$ cat src/rtl/seq_detector_param.sv
// rtl/seq_detector_param.sv - parametrised serial pattern detector with reloadable pattern
// Optional feature macro: SEQ_DET_MATCH_CNT_EN (saturating match counter; tied to 0 when undefined)
module seq_detector_param #(
  parameter int             PAT_W   = 3,
  parameter logic [PAT_W-1:0] PATTERN = 3'b101,
  parameter bit             OVERLAP = 1'b1,
  parameter int             CNT_W   = 8
) (
  input  logic             clk,
  input  logic             reset,
  input  logic             in,
  input  logic             in_valid,
  input  logic             cfg_load,
  input  logic [PAT_W-1:0] cfg_pattern,
  output logic             out,
  output logic [CNT_W-1:0] match_cnt
);

  localparam int HW = PAT_W - 1;
  localparam int FW = (PAT_W <= 2) ? 1 : $clog2(PAT_W);
  localparam logic [FW-1:0] FILL_MAX = FW'(PAT_W - 1);

  logic [PAT_W-1:0] r_pat;
  logic [HW-1:0]    r_hist;
  logic [FW-1:0]    r_fill;

  logic [PAT_W-1:0] w_pat_nxt;
  logic [HW-1:0]    w_hist_nxt;
  logic [FW-1:0]    w_fill_nxt;
  logic [HW-1:0]    w_hist_shift;
  logic             w_accept;
  logic             w_match;

  // History shift: newest bit enters at the LSB; a 2-bit pattern keeps only one bit.
  generate
    if (HW == 1) begin : g_hist_one
      assign w_hist_shift = in;
    end else begin : g_hist_many
      assign w_hist_shift = {r_hist[HW-2:0], in};
    end
  endgenerate

  assign w_accept = in_valid & ~cfg_load;
  assign w_match  = w_accept & (r_fill == FILL_MAX) & ({r_hist, in} == r_pat);
  // Reset gating keeps the strobe low for the whole reset window, not just after the flops clear.
  assign out      = reset & w_match;

  // Next-state: pattern load wins, then accepted bits shift in; bubbles hold everything.
  always_comb begin
    w_pat_nxt  = r_pat;
    w_hist_nxt = r_hist;
    w_fill_nxt = r_fill;
    if (cfg_load) begin
      w_pat_nxt  = cfg_pattern;
      w_hist_nxt = '0;
      w_fill_nxt = '0;
    end else if (in_valid) begin
      if (!OVERLAP && w_match) begin
        w_hist_nxt = '0;
        w_fill_nxt = '0;
      end else begin
        w_hist_nxt = w_hist_shift;
        w_fill_nxt = (r_fill == FILL_MAX) ? FILL_MAX : r_fill + FW'(1);
      end
    end
  end

  // State register; reset restores the default pattern and discards any partial history.
  always_ff @(posedge clk or negedge reset) begin
    if (!reset) begin
      r_pat  <= PATTERN;
      r_hist <= '0;
      r_fill <= '0;
    end else begin
      r_pat  <= w_pat_nxt;
      r_hist <= w_hist_nxt;
      r_fill <= w_fill_nxt;
    end
  end

`ifdef SEQ_DET_MATCH_CNT_EN
  logic [CNT_W-1:0] r_cnt;

  // Saturating match counter; only reset clears it, pattern reloads leave it alone.
  always_ff @(posedge clk or negedge reset) begin
    if (!reset) begin
      r_cnt <= '0;
    end else if (w_match && (r_cnt != {CNT_W{1'b1}})) begin
      r_cnt <= r_cnt + CNT_W'(1);
    end
  end

  assign match_cnt = r_cnt;
`else
  assign match_cnt = '0;
`endif

endmodule

$ cat config.mk
export PLATFORM = sky130hd
export DESIGN_NAME = seq_detector_param
export DESIGN_NICKNAME = d
export VERILOG_FILES = /design/src/rtl/seq_detector_param.sv
export SDC_FILE = /design/constraint.sdc
export NUM_CORES = 1
export LEC_CHECK = 0
export BUFFER_PORTS_ARGS = -buffer_cell sky130_fd_sc_hd__buf_2
export CAP_MARGIN = 5
export CORE_UTILIZATION = 30
export DETAILED_ROUTE_END_ITERATION = 12
export RECOVER_POWER = 25
export REMOVE_ABC_BUFFERS = 1
export SLEW_MARGIN = 20
export SYNTH_ARGS = -nofsm -noshare
export SYNTH_HDL_FRONTEND = slang
export SYNTH_SLANG_ARGS = --single-unit
$ cat constraint.sdc
create_clock -name clk -period 1.66 [get_ports clk]
set_input_delay 0.332 -clock clk [delete_from_list [all_inputs] [get_ports clk]]
set_output_delay 0.332 -clock clk [all_outputs]
set_load 0.02 [all_outputs]
== Word-level counts from Yosys, hierarchy flattened ==
Cells that the tools add are included.

* Output and inout bits: 9
* Flip-flop bits (word level): 7
* Logic and storage cells: 17
* Input port bits: 8

* Reduce and logical (&&, ||, !) cells: 1
* Equality and inequality tests: 2
* Bitwise gates (word level): 5
* Add/subtract/negate cells: 1
* Multiplexer cells: 5

{| class="wikitable"
|+ Operator list
! cell !! number
|-
| 2-to-1 mux 2 bit || 5
|-
| AND 1 bit || 4
|-
| == test 3 bit || 1
|-
| adder 2 x 1 -> 2 bit (second input constant) || 1
|-
| == test 2 bit (second input constant) || 1
|-
| nonzero test 2 bit || 1
|-
| inverter 1 bit || 1
|}

== Depth between registers and ports, before layout ==
Gate-level depths: netlist of run 1.

* Word-level depth: 5
* Depth in mapped cells: 4
* Depth with buffers taken out: 4

== Least setup slack after synthesis of run 1 ==
Ideal clock, no wire load.

* Kind: register -> output
* Start point: register r_fill[0]
* End point: output port out
* Data required time: 1328 ps
* Slack: 94 ps
* Stages on the path, launching flop included: 5
* Arrival time: 1234 ps
* Buffers on the path: 0
* Cells stage by stage: dfrtp_1 inv_1 ha_1 nand4b_4 nor4_2

* Word-level cells in the longest chain between the ends: 4

{| class="wikitable"
|+ Ends and longest elaborated chain
! item !! line !! RTL
|-
| from (decl) || 25 || <nowiki>logic [FW-1:0] r_fill;</nowiki>
|-
| from (signal assigned) || 77 || <nowiki>r_fill <= w_fill_nxt;</nowiki>
|-
| == test 2 bit || 44 || <nowiki>assign w_match = w_accept & (r_fill == FILL_MAX) & ({r_hist, in} == r_pat);</nowiki>
|-
| AND 1 bit (2 in a row) || 44 ||
|-
| AND 1 bit || 46 || <nowiki>assign out = reset & w_match;</nowiki>
|-
| to (decl) || 15 || <nowiki>output logic out,</nowiki>
|}

Every way passes these cells.

== Worst setup path after layout of run 1 ==
* Start point: register r_pat[0]
* End point: output port out

* Word-level cells in the longest chain between the ends: 3

{| class="wikitable"
|+ Ends and longest elaborated chain
! item !! line !! RTL
|-
| from (decl) || 23 || <nowiki>logic [PAT_W-1:0] r_pat;</nowiki>
|-
| from (signal assigned) || 75 || <nowiki>r_pat <= w_pat_nxt;</nowiki>
|-
| == test 3 bit || 44 ||
|-
| AND 1 bit || 44 ||
|-
| AND 1 bit || 46 ||
|}

Every way passes these cells.

==> results of run 1 <==
==> final cells by class <==
class | count | area [µm²]
tap | 15 | 18.8
sequential | 7 | 178
fill | 141 | 838
clock inverter | 1 | 5.00
inverter | 2 | 7.51
clock buffer | 3 | 22.5
multi-input combinational | 26 | 219
timing repair buffer | 9 | 45.0
==> flip-flops by register name, summed over array words and instances (netlist names) <==
register,count
r_pat,3
r_fill,2
r_hist,2
==> worst min path at each step <==
stage / start / end / slack (ns) / cells past startpoint
after floorplan: reset / r_fill[0]$_DFFE_PN0P_ / 0.04 / 0
after global placement: reset / r_hist[0]$_DFFE_PN0P_ / 0.29 / 2
after detailed placement: reset / r_hist[0]$_DFFE_PN0P_ / 0.29 / 2
after CTS: reset / r_fill[1]$_DFFE_PN0P_ / 0.01 / 2
after global routing: reset / r_fill[1]$_DFFE_PN0P_ / 0.18 / 2
final: reset / r_hist[1]$_DFFE_PN0P_ / 0.15 / 2
==> placed cells by master, fill, tap and decap left out, drive strengths merged, types with 2 or more instances in the layout <==
cell type,count
ha,2
nor2,4
conb,8
clkbuf,5
mux2i,4
buf,7
inv,2
dfstp,2
dfrtp,5
xor2,3
mux2,3
==> through the flow <==
step | setup slack [ns] | TNS [ns] | hold slack, ns | utilization, % | instance area (µm²)
floorplan | 0.0944 | 0 | 0.0364 | - | 392
global placement | 0.139 | 0 | 0.289 | 34.3 | 458
detailed placement | 0.130 | 0 | 0.289 | 34.3 | 458
CTS | 0.00620 | 0 | 0.0132 | 36.8 | 490
global route | -0.0334 | -0.0334 | 0.177 | 37.1 | 495
finish | 0.0565 | 0 | 0.153 | 37.1 | 495
==> kinds of logic (layout without fill, tap and decap cells) <==
logic type	count (synthesis)	after routing	synth area share, %
multiplexers	7	7	16.6
other	1	8	0.844
AND/OR/NAND/NOR	6	6	11.5
buffers and inverters	12	15	19.4
adder cells (fa/ha/maj)	2	2	5.63
flip-flops	7	7	40.0
XOR/XNOR	3	3	5.92
==> where the power goes <==
group | internal (mW) | switching [mW] | leakage, nW
Clock | 0.0879 | 0.0630 | 0.0177
Combinational | 0.0308 | 0.0467 | 0.155
Sequential | 0.189 | 0.0115 | 0.0863
==> worst register-to-register path: stages (launching register included) <==
cell     delay (ns)
dfrtp_1        0.40
inv_1          0.06
ha_1           0.26
mux2i_1        0.13
nor2_1         0.06
==> per-layer routing <==
metal | share of wire (%) | up-vias
met5 | 0 | -
met1 | 41 | 119
met3 | 4.5 | 2
li1 | - | 127
met2 | 53 | 7
met4 | 1.0 | 0
==> repair_timing <==
action                                  CTS  global route
pin swaps                                 1             0
hold buffers                              0             0
endpoints found under the setup margin    1             1
resized for setup                         3             1
==> impl_metrics.yaml, run 1 <==
run_status:
  outcome: "completed"
grt:
  grt_overflow: 0
  grt_pass1_vias: 222
  gr-usage-met3_pct: 1.67
  grt_pass1_wl_um: 848
  track_usage_pct: 8.72
  use_met2_pct: 13.1
  grt-busiest-layer: "met2"
  grt_max_degree: 9
  grt_use_met1_pct: 9.46
  antenna_found_initial: 0
synthesis:
  netlist_top_cells_area: "dfrtp_1 28%, buf_4 15%, dfstp_2 12%"
  synth_top_area_share_pct: 28.2
  synth-edff-count: 0
  syn_inst: 38
  synth_area_leader_cell: "dfrtp_1"
  synthesis.area_um2: 444
  avgSynthCellArea_um2: 11.7
  synth_common_cells: "9 x buf_4, 5 x dfrtp_1, 4 x mux2i_1, 4 x nor2_1"
  yosysUniqueCellTypes: 13
  ys.warnings.count: 0
  synth_ff_type: "dfrtp_1"
  yosysSeqAreaShare_pct: 40.0
  async_flop_share_pct: 100
  synth-seq-cells: 7
  yosysMostFrequentCell: "buf_4"
sta:
  post-route-period-util_pct: 96.6
  fin_crit_ns: 1.60
  max_freq_mhz: 624
  hold_violations: 0
  rsz0062_at_grt: "yes"
  final_max_slew_viol_count: 0
  skew_ns: 0.000454
  setup_violations: 0
setup_path:
  critical_path_depth: 3
  max_stage_delay_ns: 0.54
  crit_family: "flip-flops"
  timing.rr.end: "r_fill[1]$_DFFE_PN0P_"
  worstSetupEndpoint: "out"
  start_kind: "register"
  crit_slowest_cell: "dfstp_2"
  cp_max_fo: 2
  r2r_start: "r_fill[1]$_DFFE_PN0P_"
  required_ns: 1.33
  end_kind: "output port"
  crit_start: "r_pat[0]$_DFFE_PN1P_"
  reg2reg_depth: 4
  path_cells: "xor2_1 -> nor4_2 -> buf_4"
  arrival_ns: 1.27
  critPathKind: "register to output port"
  path_buf_inv: 1
  r2r_slack_ns: 0.63
clock_network:
  clockBufferDepth: 2
  clock_latency_ns: 0.25
  cts-root-buf: "clkbuf_4"
  cts_tree: "yes"
  numCtsBuffers: 3
  clock-sinks: 7
  post_cts_buffers: 0
  ctsHtreeMaxLevel: 1
  clkTransAtPathRegs_ns: 0.05
power:
  p_per_area_nw_per_um2: 866
  p_leak_nw: 0.259
  irDropWorstVdd_uv: 450
  p_total_mw: 0.429
hold_path:
  hold_class: "primary input to async pin"
die:
  dieArea_um2: 1640
  io_pins: 17
  coreArea_um2: 1330
  die_h_um: 40.5
  floorplan.initialDensity_pct: 33.3
  fp.dieW_um: 40.5
  rows: 13
detailed_routing:
  drtIter0Drc: 0
  drt_wl_total_um: 583
  via_count: 255
  postRouteAntennaNets: 0
  drc: 0
  firstDrtPassIters: 1
  wl_per_cell_um: 9.25
  routed_via_density: 4.05
final_layout:
  syn_to_final_growth_pct: 11.5
  num-nets-final: 59
  diodes: 0
  final_cells: 63
  drive_gt1_share_pct: 41.7
flow_run:
  max-cap-violations: 0
placed_design:
  dp_hpwl_um: 507
  portBuffers: 8
  gp_congestion: 0.641
  place_inst: 59
Note: power is estimated with default switching activity, not from simulation.
==> run 2, diff against run 1 <==
--- a/config.mk
+++ b/config.mk
@@ -7,8 +7,11 @@
 export LEC_CHECK = 0
 export BUFFER_PORTS_ARGS = -buffer_cell sky130_fd_sc_hd__buf_2
 export CAP_MARGIN = 5
-export CORE_UTILIZATION = 30
+export CELL_PAD_IN_SITES_DETAIL_PLACEMENT = 2
+export CELL_PAD_IN_SITES_GLOBAL_PLACEMENT = 2
+export CORE_UTILIZATION = 27
 export DETAILED_ROUTE_END_ITERATION = 12
+export PLACE_DENSITY_LB_ADDON = 0.1
 export RECOVER_POWER = 25
 export REMOVE_ABC_BUFFERS = 1
 export SLEW_MARGIN = 20
==> impl_metrics.yaml, run 2 (synthesis results as in run 1) <==
grt:
  grt_pass1_vias: 304
  grt_max_degree: 8
  antenna_found_initial: 0
  grt_pass1_wl_um: 1300
  grt_overflow: 0
  track_usage_pct: 9.72
power:
  clock_power_share_pct: 34.6
  irDropWorstVdd_uv: 369
  p_int_mw: 0.318
  switchingPower_mw: 0.123
  p_per_area_nw_per_um2: 853
  pwr-share-comb_pct: 19.8
  p_leak_nw: 0.273
  power_frac_seq_pct: 45.7
  switching_share_pct: 27.8
sta:
  post-route-period-util_pct: 96.6
  setup_tns_ns: 0
  max_freq_mhz: 624
  hold_violations: 0
  fin_crit_ns: 1.60
  fin_hold_ws_ns: 0.111
  worst_slack_ns: 0.0570
  skew_ns: 0.000213
  rsz0062_at_grt: "yes"
  setup_violations: 0
  final_max_slew_viol_count: 0
final_layout:
  diodes: 0
  seq_area_um2: 178
  num-nets-final: 62
  largest_register_ff_count: 3
  fin_area_um2: 517
  fill_cells: 184
  regMostFlops: "r_pat"
  drive_gt1_share_pct: 45.1
  syn_to_final_growth_pct: 16.3
  final_cell_mix: "8 x conb_1, 8 x buf_2, 5 x dfrtp_1, 4 x mux2i_1, 4 x nor2_1"
  largestRegisters: "r_pat x3, r_fill x2, r_hist x2"
  final_cells: 67
  multiInputGateArea_um2: 219
detailed_routing:
  postRouteAntennaNets: 0
  drtIter0Drc: 0
  via_count: 276
  drt_wl_total_um: 783
  wl_per_cell_um: 11.7
  drc: 0
  routed_via_density: 4.12
  firstDrtPassIters: 1
die:
  die_h_um: 42.6
  coreArea_um2: 1520
  dieArea_um2: 1810
  rows: 14
  io_pins: 17
  fp.dieW_um: 42.6
  floorplan.initialDensity_pct: 29.1
setup_path:
  reg2reg_depth: 5
  end_kind: "output port"
  arrival_ns: 1.27
  r2r_slack_ns: 0.55
  start_kind: "register"
  cp_max_fo: 2
  required_ns: 1.33
  critPathKind: "register to output port"
hold_path:
  hold_class: "primary input to async pin"
placed_design:
  dpl-instance-area_um2: 474
  portBuffers: 8
  dp_hpwl_um: 661
  gp_congestion: 0.643
  place_inst: 62
  pre_cts_slack_ns: 0.125
clock_network:
  clkTransAtPathRegs_ns: 0.05
  cts_tree: "yes"
  clockBufferDepth: 2
  ctsHtreeMaxLevel: 1
  clock-sinks: 7
  cts-root-buf: "clkbuf_4"
  clock_latency_ns: 0.24
  numCtsBuffers: 3
flow_run:
  max-cap-violations: 0
run_status:
  outcome: "completed"
[run 2: changes by cell type in the layout (fill, tap and decap cells not counted), sizes merged]
cell	before	now
clkinv	1	0
buf	7	11
[run 2: worst paths after layout]
| path | startpoint | to |
|---|---|---|
| max | r_pat[0]$_DFFE_PN1P_ | out |
| min | reset | r_pat[1]$_DFFE_PN0P_ |
| max reg2reg | r_fill[0]$_DFFE_PN0P_ | r_fill[1]$_DFFE_PN0P_ |
| min reg2reg | r_pat[1]$_DFFE_PN0P_ | r_pat[1]$_DFFE_PN0P_ |
| max in group asynchronous | reset | r_pat[2]$_DFFE_PN1P_ |
| min in group clk | cfg_pattern[0] | r_pat[0]$_DFFE_PN1P_ |
[run 2: layer usage]
metal  vias up  part of all wire (%)  track usage [%]
li1        133                     -                -
met4         0                     0             5.63
met5         -                     0                0
met3         0                   5.2             1.29
met1       131                    42             12.6
met2        12                    53             15.4
[run 2: layout make-up]
type | count | area share, %
Multi-Input combinational cell | 26 | 42.4
Sequential cell | 7 | 34.4
Timing Repair Buffer | 12 | 12.8
Clock buffer | 4 | 5.08
Tap cell | 16 | 3.87
Inverter | 2 | 1.45
[run 2: worst max-delay path, cell delays in order, from the launching register on]
cell,delay [ns]
dfstp_2,0.54
xor2_1,0.07
nor4_2,0.22
buf_2,0.19
[run 2: what timing repair did]
item                       in CTS  in global routing
hold buffers                    0                  0
cloned                          0                  0
gates resized for setup         3                  0
pin swaps                       1                  0
buffers inserted                1                  0
setup endpoints to repair       1                  1
[run 2: through the flow]
step / power, mW / utilization [%]
global placement: 0.281 / 31.1
floorplan: 0.251 / -
global route: 0.472 / 33.9
finish: 0.441 / 33.9
detailed placement: 0.287 / 31.1
CTS: 0.455 / 34.2
[run 2: power groups by stage]
| stage | clock network (mW) | registers, mW | logic (mW) |
|---|---|---|---|
| 2_1_floorplan | 0 | 0.199 | 0.0524 |
| 3_3_place_gp | 0 | 0.201 | 0.0797 |
| 3_5_place_dp | 0 | 0.203 | 0.0838 |
| 4_1_cts | 0.164 | 0.201 | 0.0901 |
| 5_1_grt | 0.172 | 0.203 | 0.0974 |
| 6_report | 0.152 | 0.201 | 0.0870 |
